File: src/rtl/video_pkg.sv
// Shared types and constants for the video test-pattern source.
package video_pkg;

    typedef enum logic [2:0] {
        SOLID   = 3'd0,
        BARS    = 3'd1,
        RAMP    = 3'd2,
        CHECKER = 3'd3,
        MOVBAR  = 3'd4
    } pattern_mode_e;

    // 3-bit RGB code per bar, left to right: white, yellow, cyan, green, magenta, red, blue, black.
    localparam logic [2:0] BAR_CODE [8] = '{3'd7, 3'd6, 3'd3, 3'd2, 3'd5, 3'd4, 3'd1, 3'd0};

    localparam int unsigned MOVBAR_PERIOD = 64;
    localparam int unsigned MOVBAR_WIDTH  = 16;

    function automatic logic [15:0] sat_inc16(input logic [15:0] v);
        return (v == 16'hFFFF) ? v : v + 16'd1;
    endfunction

endpackage

File: src/rtl/video_timing_cnt.sv
// Frame/line edge detection, pixel/line/frame counters and timing-geometry checks.
module video_timing_cnt
    import video_pkg::*;
#(
    parameter int unsigned HRES = 320,
    parameter int unsigned VRES = 240
) (
    input  logic        clk,
    input  logic        rst_n,
    input  logic        vsync_i,
    input  logic        de_i,
    output logic        fs_o,
    output logic [15:0] x_o,
    output logic [15:0] y_o,
    output logic [15:0] frame_cnt_o,
    output logic        err_h_o,
    output logic        err_v_o
);

    logic        vsync_q, de_q;
    logic        first_q, first_d;
    logic        err_h_q, err_h_d;
    logic        err_v_q, err_v_d;
    logic [15:0] x_q, x_d;
    logic [15:0] y_q, y_d;
    logic [15:0] fcnt_q, fcnt_d;
    logic [15:0] y_le;
    logic        fs, le;

    assign fs = vsync_q & ~vsync_i;
    assign le = de_q & ~de_i;

    // A line end on the frame-start clock is counted before the line total is checked.
    always_comb begin
        x_d     = x_q;
        y_le    = y_q;
        err_h_d = 1'b0;
        err_v_d = 1'b0;
        fcnt_d  = fcnt_q;
        first_d = first_q;
        if (de_i) begin
            x_d = sat_inc16(x_q);
        end
        if (le) begin
            x_d     = '0;
            err_h_d = (x_q != 16'(HRES));
            y_le    = sat_inc16(y_q);
        end
        y_d = y_le;
        if (fs) begin
            y_d     = '0;
            first_d = 1'b0;
            if (!first_q) begin
                err_v_d = (y_le != 16'(VRES));
                fcnt_d  = fcnt_q + 16'd1;
            end
        end
    end

    always_ff @(posedge clk or negedge rst_n) begin
        if (!rst_n) begin
            vsync_q <= 1'b0;
            de_q    <= 1'b0;
            first_q <= 1'b1;
            err_h_q <= 1'b0;
            err_v_q <= 1'b0;
            x_q     <= '0;
            y_q     <= '0;
            fcnt_q  <= '0;
        end else begin
            vsync_q <= vsync_i;
            de_q    <= de_i;
            first_q <= first_d;
            err_h_q <= err_h_d;
            err_v_q <= err_v_d;
            x_q     <= x_d;
            y_q     <= y_d;
            fcnt_q  <= fcnt_d;
        end
    end

    assign fs_o        = fs;
    assign x_o         = x_q;
    assign y_o         = y_q;
    assign frame_cnt_o = fcnt_q;
    assign err_h_o     = err_h_q;
    assign err_v_o     = err_v_q;

endmodule

File: src/rtl/video_pattern_src.sv
// N-channel test-pattern source locked to incoming sync/DE timing, with a
// fixed-latency pipeline and a per-frame mode/colour latch.
module video_pattern_src
    import video_pkg::*;
#(
    parameter int unsigned CH_NUM   = 3,
    parameter int unsigned BPC      = 8,
    parameter int unsigned HRES     = 320,
    parameter int unsigned VRES     = 240,
    parameter int unsigned LATENCY  = 2,
    parameter int unsigned CHK_LOG2 = 4
) (
    input  logic                     clk,
    input  logic                     rst_n,
    input  logic [2:0]               i_mode,
    input  logic [CH_NUM*BPC-1:0]    i_solid,
    input  logic                     i_vsync,
    input  logic                     i_hsync,
    input  logic                     i_de,
    output logic                     o_vsync,
    output logic                     o_hsync,
    output logic                     o_de,
    output logic [CH_NUM*BPC-1:0]    o_data,
    output logic [15:0]              o_frame_cnt,
    output logic                     o_err_h,
    output logic                     o_err_v
);

    localparam int unsigned    DW    = CH_NUM * BPC;
    localparam int unsigned    BAR_W = HRES / 8;
    localparam logic [BPC-1:0] MAX   = '1;

    logic        fs;
    logic [15:0] x_cur, y_cur, fcnt;

    video_timing_cnt #(
        .HRES (HRES),
        .VRES (VRES)
    ) u_timing_cnt (
        .clk         (clk),
        .rst_n       (rst_n),
        .vsync_i     (i_vsync),
        .de_i        (i_de),
        .fs_o        (fs),
        .x_o         (x_cur),
        .y_o         (y_cur),
        .frame_cnt_o (fcnt),
        .err_h_o     (o_err_h),
        .err_v_o     (o_err_v)
    );

    assign o_frame_cnt = fcnt;

    logic [2:0]    mode_q;
    logic [DW-1:0] solid_q;
    logic [15:0]   x_p1, y_p1;
    logic          vld_p1, vs_p1, hs_p1;
    logic [DW-1:0] data_p2;
    logic          vld_p2, vs_p2, hs_p2;
    logic          unused_y_bits;

    // Only the checker bit of the line index feeds the pattern.
    assign unused_y_bits = ^y_p1;

    function automatic logic [DW-1:0] fill(input logic on);
        return on ? {CH_NUM{MAX}} : '0;
    endfunction

    function automatic logic [DW-1:0] pattern(input logic [2:0]    mode,
                                              input logic [DW-1:0] solid,
                                              input logic [15:0]   x,
                                              input logic          y_chk,
                                              input logic [15:0]   fc);
        logic [DW-1:0] px;
        logic [15:0]   bar_idx;
        logic [2:0]    bar_sel;
        logic [2:0]    code;
        logic [15:0]   dx;
        px      = '0;
        bar_idx = '0;
        bar_sel = '0;
        code    = '0;
        dx      = '0;
        case (pattern_mode_e'(mode))
            SOLID:   px = solid;
            BARS: begin
                bar_idx = x / 16'(BAR_W);
                bar_sel = (bar_idx > 16'd7) ? 3'd7 : bar_idx[2:0];
                code    = BAR_CODE[bar_sel];
                for (int c = 0; c < int'(CH_NUM); c++) begin
                    px[(int'(CH_NUM) - 1 - c) * int'(BPC) +: BPC] = code[2 - (c % 3)] ? MAX : '0;
                end
            end
            RAMP:    px = {CH_NUM{x[BPC-1:0]}};
            CHECKER: px = fill(x[CHK_LOG2] ^ y_chk);
            MOVBAR: begin
                dx = x - fc;
                px = fill((dx % 16'(MOVBAR_PERIOD)) < 16'(MOVBAR_WIDTH));
            end
            default: px = '0;
        endcase
        return px;
    endfunction

    always_ff @(posedge clk or negedge rst_n) begin
        if (!rst_n) begin
            mode_q  <= '0;
            solid_q <= '0;
            x_p1    <= '0;
            y_p1    <= '0;
            vld_p1  <= 1'b0;
            vs_p1   <= 1'b0;
            hs_p1   <= 1'b0;
            data_p2 <= '0;
            vld_p2  <= 1'b0;
            vs_p2   <= 1'b0;
            hs_p2   <= 1'b0;
        end else begin
            if (fs) begin
                mode_q  <= i_mode;
                solid_q <= i_solid;
            end
            // stage 1: capture position and timing
            x_p1   <= x_cur;
            y_p1   <= y_cur;
            vld_p1 <= i_de;
            vs_p1  <= i_vsync;
            hs_p1  <= i_hsync;
            // stage 2: pattern pixel, forced to 0 outside active video
            data_p2 <= vld_p1 ? pattern(mode_q, solid_q, x_p1, y_p1[CHK_LOG2], fcnt) : '0;
            vld_p2  <= vld_p1;
            vs_p2   <= vs_p1;
            hs_p2   <= hs_p1;
        end
    end

    generate
        if (LATENCY > 2) begin : g_dly
            localparam int unsigned D = LATENCY - 2;
            logic [DW+2:0] dly_q [D];

            // stages 3..LATENCY: plain delay line
            always_ff @(posedge clk or negedge rst_n) begin
                if (!rst_n) begin
                    for (int i = 0; i < int'(D); i++) dly_q[i] <= '0;
                end else begin
                    dly_q[0] <= {vs_p2, hs_p2, vld_p2, data_p2};
                    for (int i = 1; i < int'(D); i++) dly_q[i] <= dly_q[i-1];
                end
            end

            assign {o_vsync, o_hsync, o_de, o_data} = dly_q[D-1];
        end else begin : g_nodly
            assign {o_vsync, o_hsync, o_de, o_data} = {vs_p2, hs_p2, vld_p2, data_p2};
        end
    endgenerate

endmodule

File: config.mk
export PLATFORM = sky130hd
export DESIGN_NAME = video_pattern_src
export DESIGN_NICKNAME = d
export VERILOG_FILES = /design/src/rtl/video_pkg.sv /design/src/rtl/video_timing_cnt.sv /design/src/rtl/video_pattern_src.sv
export SDC_FILE = /design/constraint.sdc
export NUM_CORES = 1
export LEC_CHECK = 0
export CAP_MARGIN = 20
export CELL_PAD_IN_SITES_DETAIL_PLACEMENT = 0
export CELL_PAD_IN_SITES_GLOBAL_PLACEMENT = 2
export CORE_MARGIN = 1
export CORE_UTILIZATION = 39
export CTS_CLUSTER_SIZE = 25
export DETAILED_ROUTE_END_ITERATION = 7
export MAX_ROUTING_LAYER = met4
export PLACE_DENSITY = 0.83
export SLEW_MARGIN = 20
export SYNTH_ARGS = -nofsm -noshare
export SYNTH_HDL_FRONTEND = slang
export SYNTH_SLANG_ARGS = --single-unit
export TNS_END_PERCENT = 100
File: constraint.sdc
create_clock -name clk -period 7.4 [get_ports clk]
set_input_delay 1.85 -clock clk [delete_from_list [all_inputs] [get_ports clk]]
set_output_delay 1.85 -clock clk [all_outputs]
set_load 0.005 [all_outputs]
## Yosys cells after proc, flatten, opt, wreduce, memory -nomap -nowiden

Memories as Yosys holds them, arrays and structs flattened.
Index checks and enable logic that the tools add are counted.

- Bits in registers: 129
- Memory bits (read-only): 24
- Logic and storage cells: 65
- Memories kept: 1

- Add/subtract/negate cells: 4
- Div/mod/pow operators: 1
- Order comparisons: 3
- Equality and inequality tests: 9
- Mux-type cells: 19
- Bitwise logic cells: 7
- Reduce and logical (&&, ||, !) cells: 4

Memories:

| name | depth | bits a word | read ports | clocked after memory_dff | wr ports | RTL line | RTL |
|---|---|---|---|---|---|---|---|
| (no name shown) | 8 | 3 | 1 | 0 | 0 | video_pattern_src.sv:89 | `code = BAR_CODE[bar_sel];` |

Operator list:

| kind | number |
|---|---|
| $pmux 24 s5 | 1 |
| $mux 16 | 6 |
| $mux 24 | 3 |
| $add 16x1->16 const B | 3 |
| $eq 16x16->1 const B | 2 |
| $mux 8 | 3 |
| $div 16x6->16 const B | 1 |
| $gt 16x3->1 const B | 1 |
| $ne 16x8->1 const B | 1 |
| $ne 16x9->1 const B | 1 |
| $mux 3 | 3 |
| $eq 3x2->1 const B | 2 |
| $lt 6x5->1 const B | 1 |
| $sub 6x6->6 | 1 |
| $ge 4x4->1 const B | 1 |
| $not 3->4 | 1 |
| $reduce_and 2->1 | 2 |
| $eq 3x1->1 const B | 1 |
| $eq 3x3->1 const B | 1 |
| $logic_not 3->1 | 1 |
| $mux 1 | 3 |
| $not 1->1 | 3 |
| $and 1x1->1 | 2 |
| $ne 2x1->1 const B | 1 |
| 2 further kinds | 2 |

## Longest topological paths before layout

- Depth in word-level cells: 10
- Mapped depth: 18

## Modules after synthesis

Synthesis repeated with hierarchy kept, for this count alone.

- Cell total of the unflattened synthesis: 834
- Area, all modules: 8013.9 um^2

By module, submodules not included:

| module | times used | cells each | area each (um^2) |
|---|---|---|---|
| video_pattern_src | 1 | 540 | 5144.9 |
| video_timing_cnt | 1 | 294 | 2869.0 |

## Least setup slack after synthesis

OpenSTA, ideal clock, no wires.

- Path type: register to register
- Start: register x_p1[11]
- End: register data_p2[0], in the netlist o_data[0]
- Setup time: 127 ps
- Arrival time: 3674 ps
- Path slack: 3599 ps
- Stages on the path, launching flop included: 17
- Clock period less this slack: 3801 ps
- Path through: dfrtp_1 or2_1 o22ai_2 o22ai_2 or4_1 a211o_1 o211a_1 buf_6 o221a_1 o32ai_1 a21oi_2 o211a_1 xor2_1 o31ai_2 or3b_1 buf_6 nand3b_1

- Cells in the longest elaborated chain, start to end: 10

Ends and longest elaborated chain:

| item | RTL line | RTL |
|---|---|---|
| start, declared | video_pattern_src.sv:56 | `logic [15:0] x_p1, y_p1;` |
| start signal, assigned | video_pattern_src.sv:124 | `x_p1 <= x_cur;` |
| $div 16x6->16 (*) | video_pattern_src.sv:87 | `bar_idx = x / 16'(BAR_W);` |
| $gt 16x3->1 | video_pattern_src.sv:88 | `bar_sel = (bar_idx > 16'd7) ? 3'd7 : bar_idx[2:0];` |
| $mux 3 (*) | video_pattern_src.sv:88 |  |
| $not 3->4 (implied by the code) (*) | video_pattern_src.sv:89 |  |
| $mem_v2 8x3 (*) | -- |  |
| $mux 3 (implied by the code) (*) (2 in series) | video_pattern_src.sv:89 |  |
| $mux 8 (*) | video_pattern_src.sv:91 | `px[(int'(CH_NUM) - 1 - c) * int'(BPC) +: BPC] = code[2 - (c % 3)] ? MAX : '0;` |
| $pmux 24 s5 (*) | video_pattern_src.sv:84 | `case (pattern_mode_e'(mode))` |
| $mux 24 (*) | video_pattern_src.sv:130 | `data_p2 <= vld_p1 ? pattern(mode_q, solid_q, x_p1, y_p1[CHK_LOG2], fcnt) : '0;` |
| end signal, assigned | video_pattern_src.sv:130 |  |
| end, declared | video_pattern_src.sv:58 | `logic [DW-1:0] data_p2;` |

Mark *: on every way between the ends. The rest lies on a longest branch, timed or not. The select of a mux whose other input is x is not followed.
A chain may end at the register's enable or synchronous reset.

## Worst setup path in the final report

- Start: register x_p1[12]
- End: register data_p2[7], in the netlist o_data[7]

Same word-level chain as after synthesis.

==> key figures <==
Drt
  – Post-route ant nets: 0
  – DR WL/cell: 17.4 um
  – Iteration-0 DRC Markers: 514
  – Vias/cell: 5.65
  – WL final: 18.1 mm
  – DRT Pass-1 Iters: 7
  – DR DRC count: 6
  – Via count: 5892

Critical path
  – Crit path buf inv count: 0
  – Maximum fanout along the worst path: 29
  – Kind of end point of the critical path: flop
  – Worst Path Required: 7.68 ns
  – Crit-path max cell delay: 0.88 ns
  – Startpoint Class: flop
  – Setup CP Type: flop to flop
  – CP arrival: 5.50 ns
  – Crit-path slowest cell: dfrtp_1
  – Critical path, cell by cell: nand2b_1 > a21oi_1 > o221ai_1 > and2_1 > xor2_1 > o211ai_1 > a211oi_1 > o311ai_2 > o211ai_1 > o211a_1 > xor2_1 > o31ai_2 > or3b_1 > nand3b_1
  – Family with the most delay on the worst path: compound AO/OA/AOI/OAI gates

Yosys
  – Post-synth ARST share: 1.00
  – Synth area leaders: dfrtp_1, mux2_2, xnor2_1
  – Cell taking the most area after synthesis: dfrtp_1
  – Syn Std Cell Area: 7240 um^2
  – Seq/Total Area, Yosys: 0.432
  – Mean post-synth cell area: 9.76 um^2
  – Top-count cell post-synth: dfrtp_1
  – Synth Flop Type: dfrtp_1
  – Yosys top cell area share: 0.428
  – Cells after Synth: 742
  – Yosys cell types: 93
  – Register bit count reported by yosys: 125
  – Post-synth EDFFs: 0
  – Syn Nets: 782
  – Yosys warnings: 0
  – Top post-synthesis cells by count: dfrtp_1, nor2_1, nand2_1, a21oi_1, o21ai_0

Finish
  – Final Cell Area: 8700 um^2
  – # diodes: 0
  – Utilization after layout: 0.481
  – Register area: 3130 um^2
  – Share of cells above drive strength 1: 0.113
  – Final nets: 842
  – Fillers: 1667
  – Layout area overhead: 20.1%
  – Multi-input combinational cell area: 3840 um^2

Power and ir drop
  – NetSw: 0.000514 W
  – VDD IR max: 158 uV
  – Sequential share of power: 0.430
  – Internal power: 0.00139 W
  – Clk network pwr share: 0.416
  – Net Sw Frac: 0.270
  – Lkg Pwr: 3.72 nW
  – Comb pwr share: 0.154
  – Power per cell area: 219 nW/um^2

Floorplanning
  – DIE AREA: 19100 um^2
  – Die W: 138 um
  – Core area: 18100 um^2
  – Die height: 138 um
  – Initial Utilization: 0.400
  – I/O pin cnt: 77
  – Standard-cell rows: 49

STA
  – Slew Limit Fails: 0
  – Final setup viols: 0
  – Relative slew slack: 0.354
  – Hold Vio Cnt, Final: 0
  – Hold_ws: 0.362 ns
  – Clock Skew: 0.0167 ns
  – Setup repair after global routing missed its margin: false
  – Fin Setup TNS: 0 ns
  – Fmax: 192 MHz
  – Worst slew pin tran: 0.970 ns
  – Period utilization: 0.706
  – Final worst slack: 2.18 ns
  – Final Critical Period: 5.22 ns

Global route
  – Overall routing resource usage: 0.203
  – Initial antenna violation count: 0
  – First-pass GRT wire length: 29.9 mm
  – GRT overflow: 0
  – Vias in the first global route: 5862
  – Pin count of the biggest net entering global routing: 73

Job
  – Max-Cap Viols: 0

Clock tree
  – Count of cells resized by post-cts repair: 0
  – Clock latency at the later pin of the worst-skew pair: 0.42 ns
  – Root buf cell: clkbuf_16
  – Num CTS Buffers: 17
  – Clk buf depth: 2
  – Setup bufs post-CTS: 0
  – TritonCTS sink count: 125
  – CTS clk-pin slew, worst paths: 0.06 ns
  – H-tree Lvls: 4
  – CTS tree: built
  – Hold buffers post-CTS: 0

Placed design
  – Port-buffer cells: 76
  – Final HPWL DP: 12.8 mm
  – Dpl cell area: 8130 um^2
  – Pre-CTS setup slack: 2.32 ns
  – Placer congestion estimate: 0.844

Min path
  – Hold Path Class: flop to flop

Run status
  – Failing checks: DRC
  – Outcome: complete, but fails checks
## metrics by stage
step	power, W	std cells
finish	0.00190	1043
global route	0.00200	1043
CTS	0.00193	1043
detailed placement	0.00113	1012
global placement	0.00112	1012
floorplan	0.000970	742
## flip-flops by register name (all words and copies together), names as in the netlist, 3 cells and up
register,cells
mode_q,3
solid_q,24
u_timing_cnt.x_o,16
x_p1,16
u_timing_cnt.frame_cnt_o,16
u_timing_cnt.y_o,16
o_data,24
## kinds of logic (layout without fill, tap and decap cells)
family | count (synthesis) | after routing | share of synthesized area
buffers and inverters | 60 | 132 | 0.0390
flip-flops | 125 | 125 | 0.432
AND/OR/NAND/NOR | 269 | 269 | 0.199
AO/OA/AOI/OAI | 195 | 195 | 0.201
XOR/XNOR | 52 | 52 | 0.0650
adder cells (fa/ha/maj) | 9 | 9 | 0.0154
multiplexers | 32 | 32 | 0.0489
## cell usage in the layout, fill, tap and decap left out, drive strengths merged, types with 5 or more instances in the layout
master and count:
nor3 15, mux2 27, a21oi 37, nor4b 5, inv 22, buf 6
o21a 14, a21o 20, o211ai 7, ha 8, nand2 52, and2 13
a31oi 5, nand3b 12, mux2i 5, clkinv 7, a211oi 5, o211a 5
nand4 13, or3 5, o22ai 8, o21ai 35, xnor2 32, clkbuf 19
o31a 5, nor2b 7, o31ai 8, xor2 20, and3 14, nand3 32
dfrtp 124, nand2b 7, clkdlybuf4s50 75, nor2 66
## power groups by stage
stage / clock network (W) / logic (W) / registers, W
floorplan: 0 / 0.000162 / 0.000808
global placement: 0 / 0.000292 / 0.000830
detailed placement: 0 / 0.000296 / 0.000831
CTS: 0.000808 / 0.000299 / 0.000820
global route: 0.000837 / 0.000329 / 0.000830
finish: 0.000791 / 0.000293 / 0.000819
## cell type report
class,instances,share of cell area
well taps,229,0.0329
inverters,20,0.00863
clock buffers,19,0.0521
multi-input cells,557,0.442
clock inverters,12,0.0129
repair buffers,81,0.0915
flip-flops and latches,125,0.360
## worst register-to-register path, cell delays in order (launching register included)
cell and delay, ns:
dfrtp_1 0.88, nand2b_1 0.39, a21oi_1 0.15, o221ai_1 0.76, and2_1 0.27, xor2_1 0.09
o211ai_1 0.42, a211oi_1 0.16, o311ai_2 0.52, o211ai_1 0.21, o211a_1 0.22, xor2_1 0.17
o31ai_2 0.38, or3b_1 0.34, nand3b_1 0.13
## path summary, 6_finish.rpt
path | start | end | slack, ns | depth (start not counted)
setup / recovery | x_p1[12] | o_data[7] | 2.18 | 14
hold / removal | hs_p1 | o_hsync | 0.36 | 0
setup reg to reg | x_p1[12] | o_data[7] | 2.18 | 14
hold reg to reg | hs_p1 | o_hsync | 0.36 | 0
max in group asynchronous | rst_n | o_data[16] | 4.58 | 2
min in group asynchronous | rst_n | solid_q[15] | 1.56 | 1
## per-layer routing
metal	vias up	share of wire	track usage
li1	2835	-	-
met4	0	0.012	0.0597
met1	2893	0.46	0.252
met5	-	0	-
met3	22	0.036	0.0395
met2	142	0.49	0.334
Note: power is estimated with default switching activity, not from simulation.
